--- src/rtl/fp_writeback_arbiter_if.sv ---
// Handshake and bus bundle between the FP result producers, issue logic, CSR unit
// and the FP writeback arbiter. Signal prefixes are from the arbiter's point of view.
interface fp_writeback_arbiter_if #(
    parameter int FLEN  = 32,
    parameter int N_SRC = 3
);
    logic [N_SRC-1:0]      i_src_valid;
    logic [N_SRC-1:0]      o_src_ready;
    logic [N_SRC*5-1:0]    i_src_rd;
    logic [N_SRC*FLEN-1:0] i_src_data;
    logic [N_SRC*5-1:0]    i_src_flags;
    logic [4:0]            o_rd;
    logic [FLEN-1:0]       o_rd_din;
    logic                  o_reg_write;
    logic                  i_issue_valid;
    logic [4:0]            i_issue_rd;
    logic [14:0]           i_issue_rs;
    logic [2:0]            i_issue_rs_used;
    logic                  o_issue_stall;
    logic [31:0]           o_pending;
    logic                  i_fflags_clr;
    logic [4:0]            o_fflags;

    modport slave (
        input  i_src_valid, i_src_rd, i_src_data, i_src_flags,
        input  i_issue_valid, i_issue_rd, i_issue_rs, i_issue_rs_used, i_fflags_clr,
        output o_src_ready, o_rd, o_rd_din, o_reg_write, o_issue_stall, o_pending, o_fflags
    );

    modport master (
        output i_src_valid, i_src_rd, i_src_data, i_src_flags,
        output i_issue_valid, i_issue_rd, i_issue_rs, i_issue_rs_used, i_fflags_clr,
        input  o_src_ready, o_rd, o_rd_din, o_reg_write, o_issue_stall, o_pending, o_fflags
    );
endinterface

--- src/rtl/fp_writeback_arbiter.sv ---
// FP register-file write arbiter: fixed-priority producer select, registered write
// port, 32-entry pending scoreboard for RAW/WAW issue stalls, sticky fflags.
module fp_writeback_arbiter #(
    parameter int FLEN  = 32,
    parameter int N_SRC = 3
) (
    input  logic                  i_clk,
    input  logic                  i_rst_n,
    fp_writeback_arbiter_if.slave wb
);
    logic [N_SRC-1:0] w_ready;
    logic             w_seen;
    logic             w_accept;
    logic [4:0]       w_rd;
    logic [FLEN-1:0]  w_data;
    logic [4:0]       w_flags;
    logic             w_rs_hit;
    logic             w_stall;
    logic [31:0]      w_clr_mask;
    logic [31:0]      w_set_mask;
    logic [31:0]      w_pending_nxt;
    logic [4:0]       w_fflags_nxt;

    logic             r_reg_write;
    logic [4:0]       r_rd;
    logic [FLEN-1:0]  r_rd_din;
    logic [31:0]      r_pending;
    logic [4:0]       r_fflags;

    // Fixed-priority one-hot select and winner mux; nothing is accepted while in reset
    always_comb begin
        w_ready = {N_SRC{1'b0}};
        w_seen  = 1'b0;
        w_rd    = 5'd0;
        w_data  = {FLEN{1'b0}};
        w_flags = 5'd0;
        for (int k = 0; k < N_SRC; k++) begin
            w_ready[k] = wb.i_src_valid[k] & ~w_seen & i_rst_n;
            w_seen     = w_seen | wb.i_src_valid[k];
            w_rd       = w_rd    | ({5{w_ready[k]}}    & wb.i_src_rd[5*k +: 5]);
            w_data     = w_data  | ({FLEN{w_ready[k]}} & wb.i_src_data[FLEN*k +: FLEN]);
            w_flags    = w_flags | ({5{w_ready[k]}}    & wb.i_src_flags[5*k +: 5]);
        end
        w_accept = |w_ready;
    end

    // Hazard check against current pending bits, and next-state of scoreboard/fflags
    always_comb begin
        w_rs_hit = (wb.i_issue_rs_used[0] & r_pending[wb.i_issue_rs[4:0]])
                 | (wb.i_issue_rs_used[1] & r_pending[wb.i_issue_rs[9:5]])
                 | (wb.i_issue_rs_used[2] & r_pending[wb.i_issue_rs[14:10]]);
        w_stall  = wb.i_issue_valid & (r_pending[wb.i_issue_rd] | w_rs_hit);
        // set mask is applied after the clear so an issue to the same index wins
        w_clr_mask    = w_accept ? (32'd1 << w_rd) : 32'd0;
        w_set_mask    = (wb.i_issue_valid & ~w_stall) ? (32'd1 << wb.i_issue_rd) : 32'd0;
        w_pending_nxt = (r_pending & ~w_clr_mask) | w_set_mask;
        w_fflags_nxt  = (wb.i_fflags_clr ? 5'd0 : r_fflags) | (w_accept ? w_flags : 5'd0);
    end

    // Registered write port, scoreboard and sticky flags
    always_ff @(posedge i_clk) begin
        if (!i_rst_n) begin
            r_reg_write <= 1'b0;
            r_rd        <= 5'd0;
            r_rd_din    <= {FLEN{1'b0}};
            r_pending   <= 32'd0;
            r_fflags    <= 5'd0;
        end else begin
            r_reg_write <= w_accept;
            if (w_accept) begin
                r_rd     <= w_rd;
                r_rd_din <= w_data;
            end
            r_pending   <= w_pending_nxt;
            r_fflags    <= w_fflags_nxt;
        end
    end

    assign wb.o_src_ready   = w_ready;
    assign wb.o_rd          = r_rd;
    assign wb.o_rd_din      = r_rd_din;
    assign wb.o_reg_write   = r_reg_write;
    assign wb.o_issue_stall = w_stall;
    assign wb.o_pending     = r_pending;
    assign wb.o_fflags      = r_fflags;
endmodule

--- src/flat_wrapper.sv ---
// flat-port wrapper written by rule: the top's interface ports become plain ports
module fp_writeback_arbiter_flat 
#(
    parameter int FLEN  = 32,
    parameter int N_SRC = 3
)
  (i_clk, i_rst_n, wb_i_src_valid, wb_i_src_rd, wb_i_src_data, wb_i_src_flags, wb_i_issue_valid, wb_i_issue_rd, wb_i_issue_rs, wb_i_issue_rs_used, wb_i_fflags_clr, wb_o_src_ready, wb_o_rd, wb_o_rd_din, wb_o_reg_write, wb_o_issue_stall, wb_o_pending, wb_o_fflags);
  fp_writeback_arbiter_if #(.FLEN(FLEN), .N_SRC(N_SRC)) wb_i ();
  input  logic i_clk;
  input  logic i_rst_n;
  input wire logic [$bits(wb_i.i_src_valid)-1:0] wb_i_src_valid;
  input wire logic [$bits(wb_i.i_src_rd)-1:0] wb_i_src_rd;
  input wire logic [$bits(wb_i.i_src_data)-1:0] wb_i_src_data;
  input wire logic [$bits(wb_i.i_src_flags)-1:0] wb_i_src_flags;
  input wire logic [$bits(wb_i.i_issue_valid)-1:0] wb_i_issue_valid;
  input wire logic [$bits(wb_i.i_issue_rd)-1:0] wb_i_issue_rd;
  input wire logic [$bits(wb_i.i_issue_rs)-1:0] wb_i_issue_rs;
  input wire logic [$bits(wb_i.i_issue_rs_used)-1:0] wb_i_issue_rs_used;
  input wire logic [$bits(wb_i.i_fflags_clr)-1:0] wb_i_fflags_clr;
  output wire logic [$bits(wb_i.o_src_ready)-1:0] wb_o_src_ready;
  output wire logic [$bits(wb_i.o_rd)-1:0] wb_o_rd;
  output wire logic [$bits(wb_i.o_rd_din)-1:0] wb_o_rd_din;
  output wire logic [$bits(wb_i.o_reg_write)-1:0] wb_o_reg_write;
  output wire logic [$bits(wb_i.o_issue_stall)-1:0] wb_o_issue_stall;
  output wire logic [$bits(wb_i.o_pending)-1:0] wb_o_pending;
  output wire logic [$bits(wb_i.o_fflags)-1:0] wb_o_fflags;
  assign wb_i.i_src_valid = wb_i_src_valid;
  assign wb_i.i_src_rd = wb_i_src_rd;
  assign wb_i.i_src_data = wb_i_src_data;
  assign wb_i.i_src_flags = wb_i_src_flags;
  assign wb_i.i_issue_valid = wb_i_issue_valid;
  assign wb_i.i_issue_rd = wb_i_issue_rd;
  assign wb_i.i_issue_rs = wb_i_issue_rs;
  assign wb_i.i_issue_rs_used = wb_i_issue_rs_used;
  assign wb_i.i_fflags_clr = wb_i_fflags_clr;
  assign wb_o_src_ready = wb_i.o_src_ready;
  assign wb_o_rd = wb_i.o_rd;
  assign wb_o_rd_din = wb_i.o_rd_din;
  assign wb_o_reg_write = wb_i.o_reg_write;
  assign wb_o_issue_stall = wb_i.o_issue_stall;
  assign wb_o_pending = wb_i.o_pending;
  assign wb_o_fflags = wb_i.o_fflags;
  fp_writeback_arbiter #(.FLEN(FLEN), .N_SRC(N_SRC)) u_core (.i_clk(i_clk), .i_rst_n(i_rst_n), .wb(wb_i));
endmodule
--- config.mk ---
export PLATFORM = sky130hd
export DESIGN_NAME = fp_writeback_arbiter_flat
export DESIGN_NICKNAME = d
export VERILOG_FILES = /design/src/rtl/fp_writeback_arbiter_if.sv /design/src/rtl/fp_writeback_arbiter.sv /design/src/flat_wrapper.sv
export SDC_FILE = /design/constraint.sdc
export NUM_CORES = 1
export LEC_CHECK = 0
export CAP_MARGIN = 20
export CORE_MARGIN = 2
export CORE_UTILIZATION = 44
export CTS_CLUSTER_DIAMETER = 200
export DETAILED_ROUTE_END_ITERATION = 6
export GPL_ROUTABILITY_DRIVEN = 0
export PLACE_DENSITY_LB_ADDON = 0.1
export SETUP_SLACK_MARGIN = 0.05
export SLEW_MARGIN = 25
export SYNTH_ARGS = -nofsm -noshare
export SYNTH_HDL_FRONTEND = slang
export SYNTH_SLANG_ARGS = --single-unit
--- constraint.sdc ---
create_clock -name i_clk -period 12.64 [get_ports i_clk]
set_clock_uncertainty 0.05 [all_clocks]
set_input_delay 3.792 -clock i_clk [delete_from_list [all_inputs] [get_ports i_clk]]
set_output_delay 3.792 -clock i_clk [all_outputs]
set_load 0.005 [all_outputs]
After elaboration in Yosys (flattened, before gate mapping):

Cells that the tools add are included.

* bits in registers: 75
* input port bits: 156

* magnitude comparators: 4
* shifts and indexed selects: 2
* mux-type cells: 12
* bitwise gates (word level): 36
* reductions and logical operators: 1

Operators by type and width (number)
* AND 32 bit: 4
* OR 32 bit: 3
* two-way mux 32 bit: 2
* << shifter 1 x 5 -> 32 bit, first input constant: 2
* NOT 32 bit: 1
* AND 5 bit: 6
* OR 5 bit: 5
* less-than comparator 5 x 6 -> 1 bit, second input constant: 4
* binary-select mux 1 bit (select 5 bit): 4
* AND 1 bit: 10
* two-way mux 5 bit: 2
* two-way mux 1 bit: 4
* OR 1 bit: 4
* NOT 1 bit: 3
* OR reduction 3 bit: 1

Longest topological paths before layout:

* word-level depth: 11
* depth in mapped cells: 8

Worst setup path before layout:

OpenSTA, ideal clock, no wires.

* kind: input-to-output
* from: input port wb_i_issue_rs[1]
* to: output port wb_o_issue_stall
* data arrival time: 5619 ps
* data required time: 8798 ps
* path slack: 3179 ps
* cell stages on the path: 8
* buffers on the path: 2
* cell sequence: buf_6 -> mux4_1 -> mux4_2 -> nand2_1 -> o21ai_1 -> a32o_2 -> buf_2 -> o21a_1

* word-level cells in the longest chain between the ends: 7

RTL lines
* from (decl): line flat_wrapper.sv:17 `input wire logic [$bits(wb_i.i_issue_rs)-1:0] wb_i_issue_rs;`
* binary-select mux 1 bit (select 5 bit): line fp_writeback_arbiter.sv:49 `w_rs_hit = (wb.i_issue_rs_used[0] & r_pending[wb.i_issue_rs[4:0]])`
* two-way mux 1 bit (not written as such): line fp_writeback_arbiter.sv:49
* AND 1 bit: line fp_writeback_arbiter.sv:49
* OR 1 bit: line fp_writeback_arbiter.sv:50 `| (wb.i_issue_rs_used[1] & r_pending[wb.i_issue_rs[9:5]])`
* OR 1 bit: line fp_writeback_arbiter.sv:51 `| (wb.i_issue_rs_used[2] & r_pending[wb.i_issue_rs[14:10]]);`
* OR 1 bit: line fp_writeback_arbiter.sv:52 `w_stall = wb.i_issue_valid & (r_pending[wb.i_issue_rd] | w_rs_hit);`
* AND 1 bit: line fp_writeback_arbiter.sv:52
* to (decl): line flat_wrapper.sv:24 `output wire logic [$bits(wb_i.o_issue_stall)-1:0] wb_o_issue_stall;`

No other way between the ends. The select of a mux whose other input is x is not followed.

Final worst setup path:

Ends and elaborated chain as after synthesis.

==> metrics.yaml <==
setup_slack_ns: 1.96
instances_no_fill: 810
cts-root-buf: "clkbuf_8"
portBuffers: 234
finalCriticalPeriod_ns: 10.68
min_from: "u_core.wb.o_rd_din[1]"
drt_iter0_drc: 507
firstDrtPassIters: 6
wl_mm: 16.5
ys_seq_area_frac: 0.328
setup.worst_path.start: "wb_i_issue_rs[1]"
post_synth_instance_area_um2: 4580
clockBufferDepth: 2
layout-drive-gt1-share: 0.0950
antennaDiodeCount: 0
synth_cells: 468
synth_edf_count: 0
p_int_uw: 427
clk_latency_ns: 0.35
syn-num-nets: 624
design_area_um2: 7150
hold_class: "flip-flop to flip-flop"
setup_viol: 0
critPathKind: "primary input to output pin"
seqPwrFrac: 0.432
cts_setup_buffers: 0
required_ns: 8.80
setup_tns_ns: 0
top_usage_layer: "met2"
whs_ns: 0.414
drc: 0
pre_cts_ws_ns: 1.96
via_per_inst: 6.21
dieArea_um2: 11200
final_core_util: 0.699
yosysWarnings: 0
tightest_slew_ns: 0.830
p_switching_uw: 159
cts.sinks: 75
path_clk_slew_ns: 0.07
tritoncts: "done"
postRouteAntennaNets: 0
start_util: 0.447
grt_max_degree: 52
dr_total_vias: 5027
r2r-start: "u_core.wb.o_pending[21]"
clock_power_share: 0.328
cts.htree.levels: 3
avgSynthCellArea_um2: 9.78
outcome: "finished, final reports clean"
hold_viol: 0
layout_common_cells: "233 x clkdlybuf4s50_1, 75 x dfxtp_1, 61 x nand2_1"
post_dp_cell_area_um2: 6940
start_kind: "primary input"
critPathArrivalTime_ns: 6.83
final_common_cell: "clkdlybuf4s50_1"
combPwrFrac: 0.240
reg2reg_slack_ns: 10.09
endpoint_kind: "output pin"
drv_cap: 0
core_area_um2: 10200
use_met2: 0.533
dp.cells: 794
grt_pass1_wl_mm: 26.0
drv_slew: 0
chipWidth_um: 106
synth_ff_type: "dfxtp_1"
cts_buffers: 9
max-slew-margin-rel: 0.445
fmax_mhz: 93.7
num_io_pins: 235
overflow: 0
grt_use_met1: 0.336
peakVddDrop_mv: 0.0657
p_per_area_nw_per_um2: 81.9
area_growth_pct: 56.3
swShare: 0.271
cts_hold_buf: 0
period_share: 0.845
rsz0062_at_grt: "false"
die_h_um: 106
met3_usage: 0.0601
nNetsFinal: 825
power_uw: 586
ctsResizeCount: 0
path_max_fanout: 33
grt_pass1_vias: 5116
core.rowCount: 37
ys_types: 46
leakage_nw: 2.46
antenna_found_initial: 0
synthArstFlopShare: 0
ys_ff_latch: 75
grt_usage: 0.290
dp_hpwl_mm: 12.5
wire_per_inst_um: 20.3
-- final cells by class --
| type | count | area, µm² |
|---|---|---|
| fillers | 795 | 3080 |
| multi-input cells | 336 | 2860 |
| repair buffers | 240 | 2380 |
| flip-flops and latches | 75 | 1500 |
| well taps | 136 | 170 |
| clock buffers | 10 | 138 |
| clock inverters | 6 | 72.6 |
| inverters | 7 | 26.3 |
-- state kept, by name (all words and copies together), names as in the netlist --
register / flops
u_core.wb.o_reg_write: 1
u_core.wb.o_pending: 32
u_core.wb.o_fflags: 5
u_core.wb.o_rd: 5
u_core.wb.o_rd_din: 32
-- cell usage after synthesis (2+ instances only) --
cell type  count  area share
dfxtp_1       75        0.33
nand2_1       61       0.050
a21boi_0      41       0.067
a222oi_1      39       0.085
clkbuf_1      34       0.028
mux4_2        27        0.13
o211ai_1      27       0.044
o31ai_1       17       0.028
o41ai_1       16       0.031
nand3_1       13       0.014
mux2_2        11       0.027
mux2i_1       11       0.024
buf_1          8      0.0066
inv_1          7      0.0057
nor2_1         7      0.0057
and3_1         6      0.0082
nor2b_1        6      0.0082
o311ai_0       6       0.011
buf_2          5      0.0055
nand2b_1       4      0.0055
nand4_1        4      0.0055
a21oi_1        3      0.0033
and2_1         3      0.0041
buf_6          3      0.0074
nand3b_1       3      0.0049
nor4_1         3      0.0041
or3_1          3      0.0041
a221o_1        2      0.0044
mux4_1         2       0.011
nor3b_1        2      0.0033
o21ai_0        2      0.0022
o22ai_1        2      0.0027
o2bb2ai_1      2      0.0038
-- cells by family after synthesis --
| group | synth area share |
|---|---|
| AO/OA/AOI/OAI | 0.295 |
| AND/OR/NAND/NOR | 0.128 |
| buffers and inverters | 0.0530 |
| multiplexers | 0.195 |
| flip-flops | 0.328 |
-- critical path, stage by stage --
cell             delay (ns)
clkdlybuf4s50_1        0.72
mux4_1                 0.60
mux4_2                 0.47
nand2_1                0.07
o21ai_1                0.06
a32o_2                 0.42
o21a_1                 0.26
clkdlybuf4s50_1        0.44
-- power by group through the flow --
stage / logic (mW) / registers [mW] / clock network (mW)
3_3_place_gp: 0.138 / 0.258 / 0
3_5_place_dp: 0.140 / 0.258 / 0
4_1_cts: 0.141 / 0.253 / 0.198
5_1_grt: 0.150 / 0.254 / 0.208
6_report: 0.141 / 0.253 / 0.192
2_1_floorplan: 0.0544 / 0.258 / 0
-- layer usage --
layer / vias up / routed length, µm
met3: 28 / 1390
met5: - / 0
li1: 2309 / -
met1: 2399 / 6200
met2: 291 / 8580
met4: 0 / 304
-- path summary, 6_finish.rpt --
path,to,depth (start not counted)
worst max-delay path,wb_o_issue_stall,8
worst min-delay path,u_core.wb.o_rd_din[1],2
worst max register to register,u_core.wb.o_pending[24],6
worst min register to register,u_core.wb.o_rd_din[1],2
Note: power is estimated with default switching activity, not from simulation.
==> RTL edit: new RTL, config.mk and constraints unchanged <==
Reset style: asynchronous (`i_rst_n`), changed in one clocked block.
--- a/src/rtl/fp_writeback_arbiter.sv
+++ b/src/rtl/fp_writeback_arbiter.sv
@@ -58,7 +58,7 @@
     end
 
     // Registered write port, scoreboard and sticky flags
-    always_ff @(posedge i_clk) begin
+    always_ff @(posedge i_clk or negedge i_rst_n) begin
         if (!i_rst_n) begin
             r_reg_write <= 1'b0;
             r_rd        <= 5'd0;
Check against the original RTL: differs if i_rst_n is asserted again (counterexample within 4 cycles, from zero or initial values and one cycle with i_rst_n low); with i_rst_n held inactive, the same outputs for 4 cycles.
==> RTL edit against the unedited design <==
The flow now finishes with violations (DRC). Maximum frequency fell by 0.47%. Wire length fell by 1.6%. Final area rose by 1.0%. Worst setup slack got worse by 0.050 ns. Sequential cell count did not move. Synthesized cell count fell by 4.7%. Area after synthesis rose by 1.8%. Critical endpoint unchanged.
Power is not compared: it rests on default switching activity, and its combinational part moved more than twofold at a synthesized area within 25%.
==> RTL edit: results (changes against the unedited design) <==
stage,metric,value,unit,change
outcome,status,finished with violations,,
outcome,failing checks,DRC,,
placement,post-DP HPWL,12200,um,-2.6%
finish,Final #Nets,810,,-1.8%
worst_setup_path,WP data arrival,6.88,ns,+0.05 ns
finish,# fillers,803,,+1.0%
clocking,Post-CTS Setup Inserts,0,,unchanged
pwr,LEAKAGE,2.73,nW,
clocking,post-CTS resize count,0,,unchanged
sta,final setup fails,0,,unchanged
grt,global-route wire length before repair,25500,um,-1.8%
drt,number of vias per cell,6.30,,+1.6%
placement,I/O Buffers,234,,unchanged
clocking,Clock transition at path regs,0.10,ns,+0.03 ns
finish,layout cells sized above 1,9.71,%,+0.22 points
worst_setup_path,Worst path top cell family by delay,buffers and inverters,,
worst_setup_path,"Max FO, Critical Path",17,,-48%
yosys,"Net Count, Synth",602,,-3.5%
worst_setup_path,Critical-path top delay cell,clkdlybuf4s50_1,,
grt,initial antenna violation count,0,,unchanged
drt,drt pass-1 iters,7,,+1
yosys,yosys warns,0,,unchanged
yosys,sequential share of the synthesized area,40.3,%,+7.5 points
finish,# diodes,0,,unchanged
yosys,Synth area leaders,"dfrtp_1 (40%), mux4_2 (14%), a222oi_1 (9.0%)",,
hold_path,Worst Hold Class,reg -> reg,,
placement,pre-CTS WS,1.92,ns,-0.0371 ns
yosys,Async SR Flop Fraction,100,%,+100 points
grt,total track usage,28.7,%,-0.29 points
clocking,clk buf depth,2,,unchanged
pwr,worst vdd ir,72.7,uV,
drt,initial DRC count,472,,-6.9%
sta,Least-Margin Pin Slew,1.07,ns,+0.236 ns
yosys,most instantiated cells after synthesis,"dfrtp_1 (75), a222oi_1 (42), nor2_1 (39)",,
grt,largest net degree at the start of global routing,79,,+52%
yosys,Yosys cell types,40,,-13%
clocking,Root Buffer,clkbuf_8,,
drt,drt drc,14,,+14
clocking,CTS H-tree depth,3,,unchanged
worst_setup_path,Crit path largest cell delay,0.89,ns,+0.17 ns
clocking,"Clk Latency, worst-skew pair",0.36,ns,
grt,vias in the first global route,4939,,-3.5%
clocking,cts bufs inserted,9,,unchanged
drt,Final Routed Wirelength,16200,um,-1.6%
==> RTL edit: final timing paths <==
path                            cells after the start  slack [ns]                     from                 endpoint
max in group asynchronous                           1        8.67                  i_rst_n  u_core.wb.o_pending[27]
worst max register to register                      6       10.24  u_core.wb.o_pending[17]  u_core.wb.o_pending[24]
worst max-delay path                                7        1.91         wb_i_issue_rd[0]         wb_o_issue_stall
min in group asynchronous                           1        3.39                  i_rst_n   u_core.wb.o_rd_din[16]
worst min-delay path                                2        0.44        u_core.wb.o_rd[0]        u_core.wb.o_rd[0]
worst min register to register                      2        0.44        u_core.wb.o_rd[0]        u_core.wb.o_rd[0]
==> RTL edit: kinds of logic (layout without fill, tap and decap cells) <==
kind of cell,after synthesis,after routing,synth area share [%]
AO/OA/AOI/OAI,147,147,20.8
AND/OR/NAND/NOR,133,133,15.2
flip-flops,75,75,40.3
buffers and inverters,46,259,4.51
multiplexers,45,45,19.2
==> RTL edit: through the flow <==
step	instance area (um^2)	std cells
finish	7220	795
global route	7220	795
CTS	7220	795
detailed placement	7030	779
global placement	7030	779
floorplan	4660	446
==> RTL edit: layout make-up <==
class / instances / area (um^2) / share of cell area, %
Multi-Input combinational cell: 325 / 2590 / 35.8
Timing Repair Buffer: 240 / 2390 / 33.1
Sequential cell: 75 / 1880 / 26.0
Tap cell: 136 / 170 / 2.36
Clock buffer: 9 / 124 / 1.71
Clock inverter: 7 / 65.1 / 0.901
Inverter: 3 / 12.5 / 0.173
==> RTL edit: metal layers <==
layer / routed length, um / global-route usage (%) / vias to the layer above / share of wire [%]
met2: 8040 / 48.1 / 348 / 50
met3: 1590 / 6.14 / 59 / 9.8
met5: 0 / 0 / - / 0
met4: 709 / 14.3 / 0 / 4.4
li1: - / - / 2206 / -
met1: 5860 / 35.2 / 2398 / 36
==> RTL edit: tightest hold or removal path: stages (launching register included) <==
cell	delay [ns]
dfrtp_1	0.35
nand2_1	0.05
nand2_1	0.05
==> RTL edit: power breakdown <==
group,switching [mW],total [mW],leakage [nW],internal (mW)
clock,0.103,0.179,0.0947,0.0764
combinational,0.141,0.374,1.71,0.233
sequential,0.0868,0.380,0.919,0.293
total,0.330,0.933,2.73,0.603
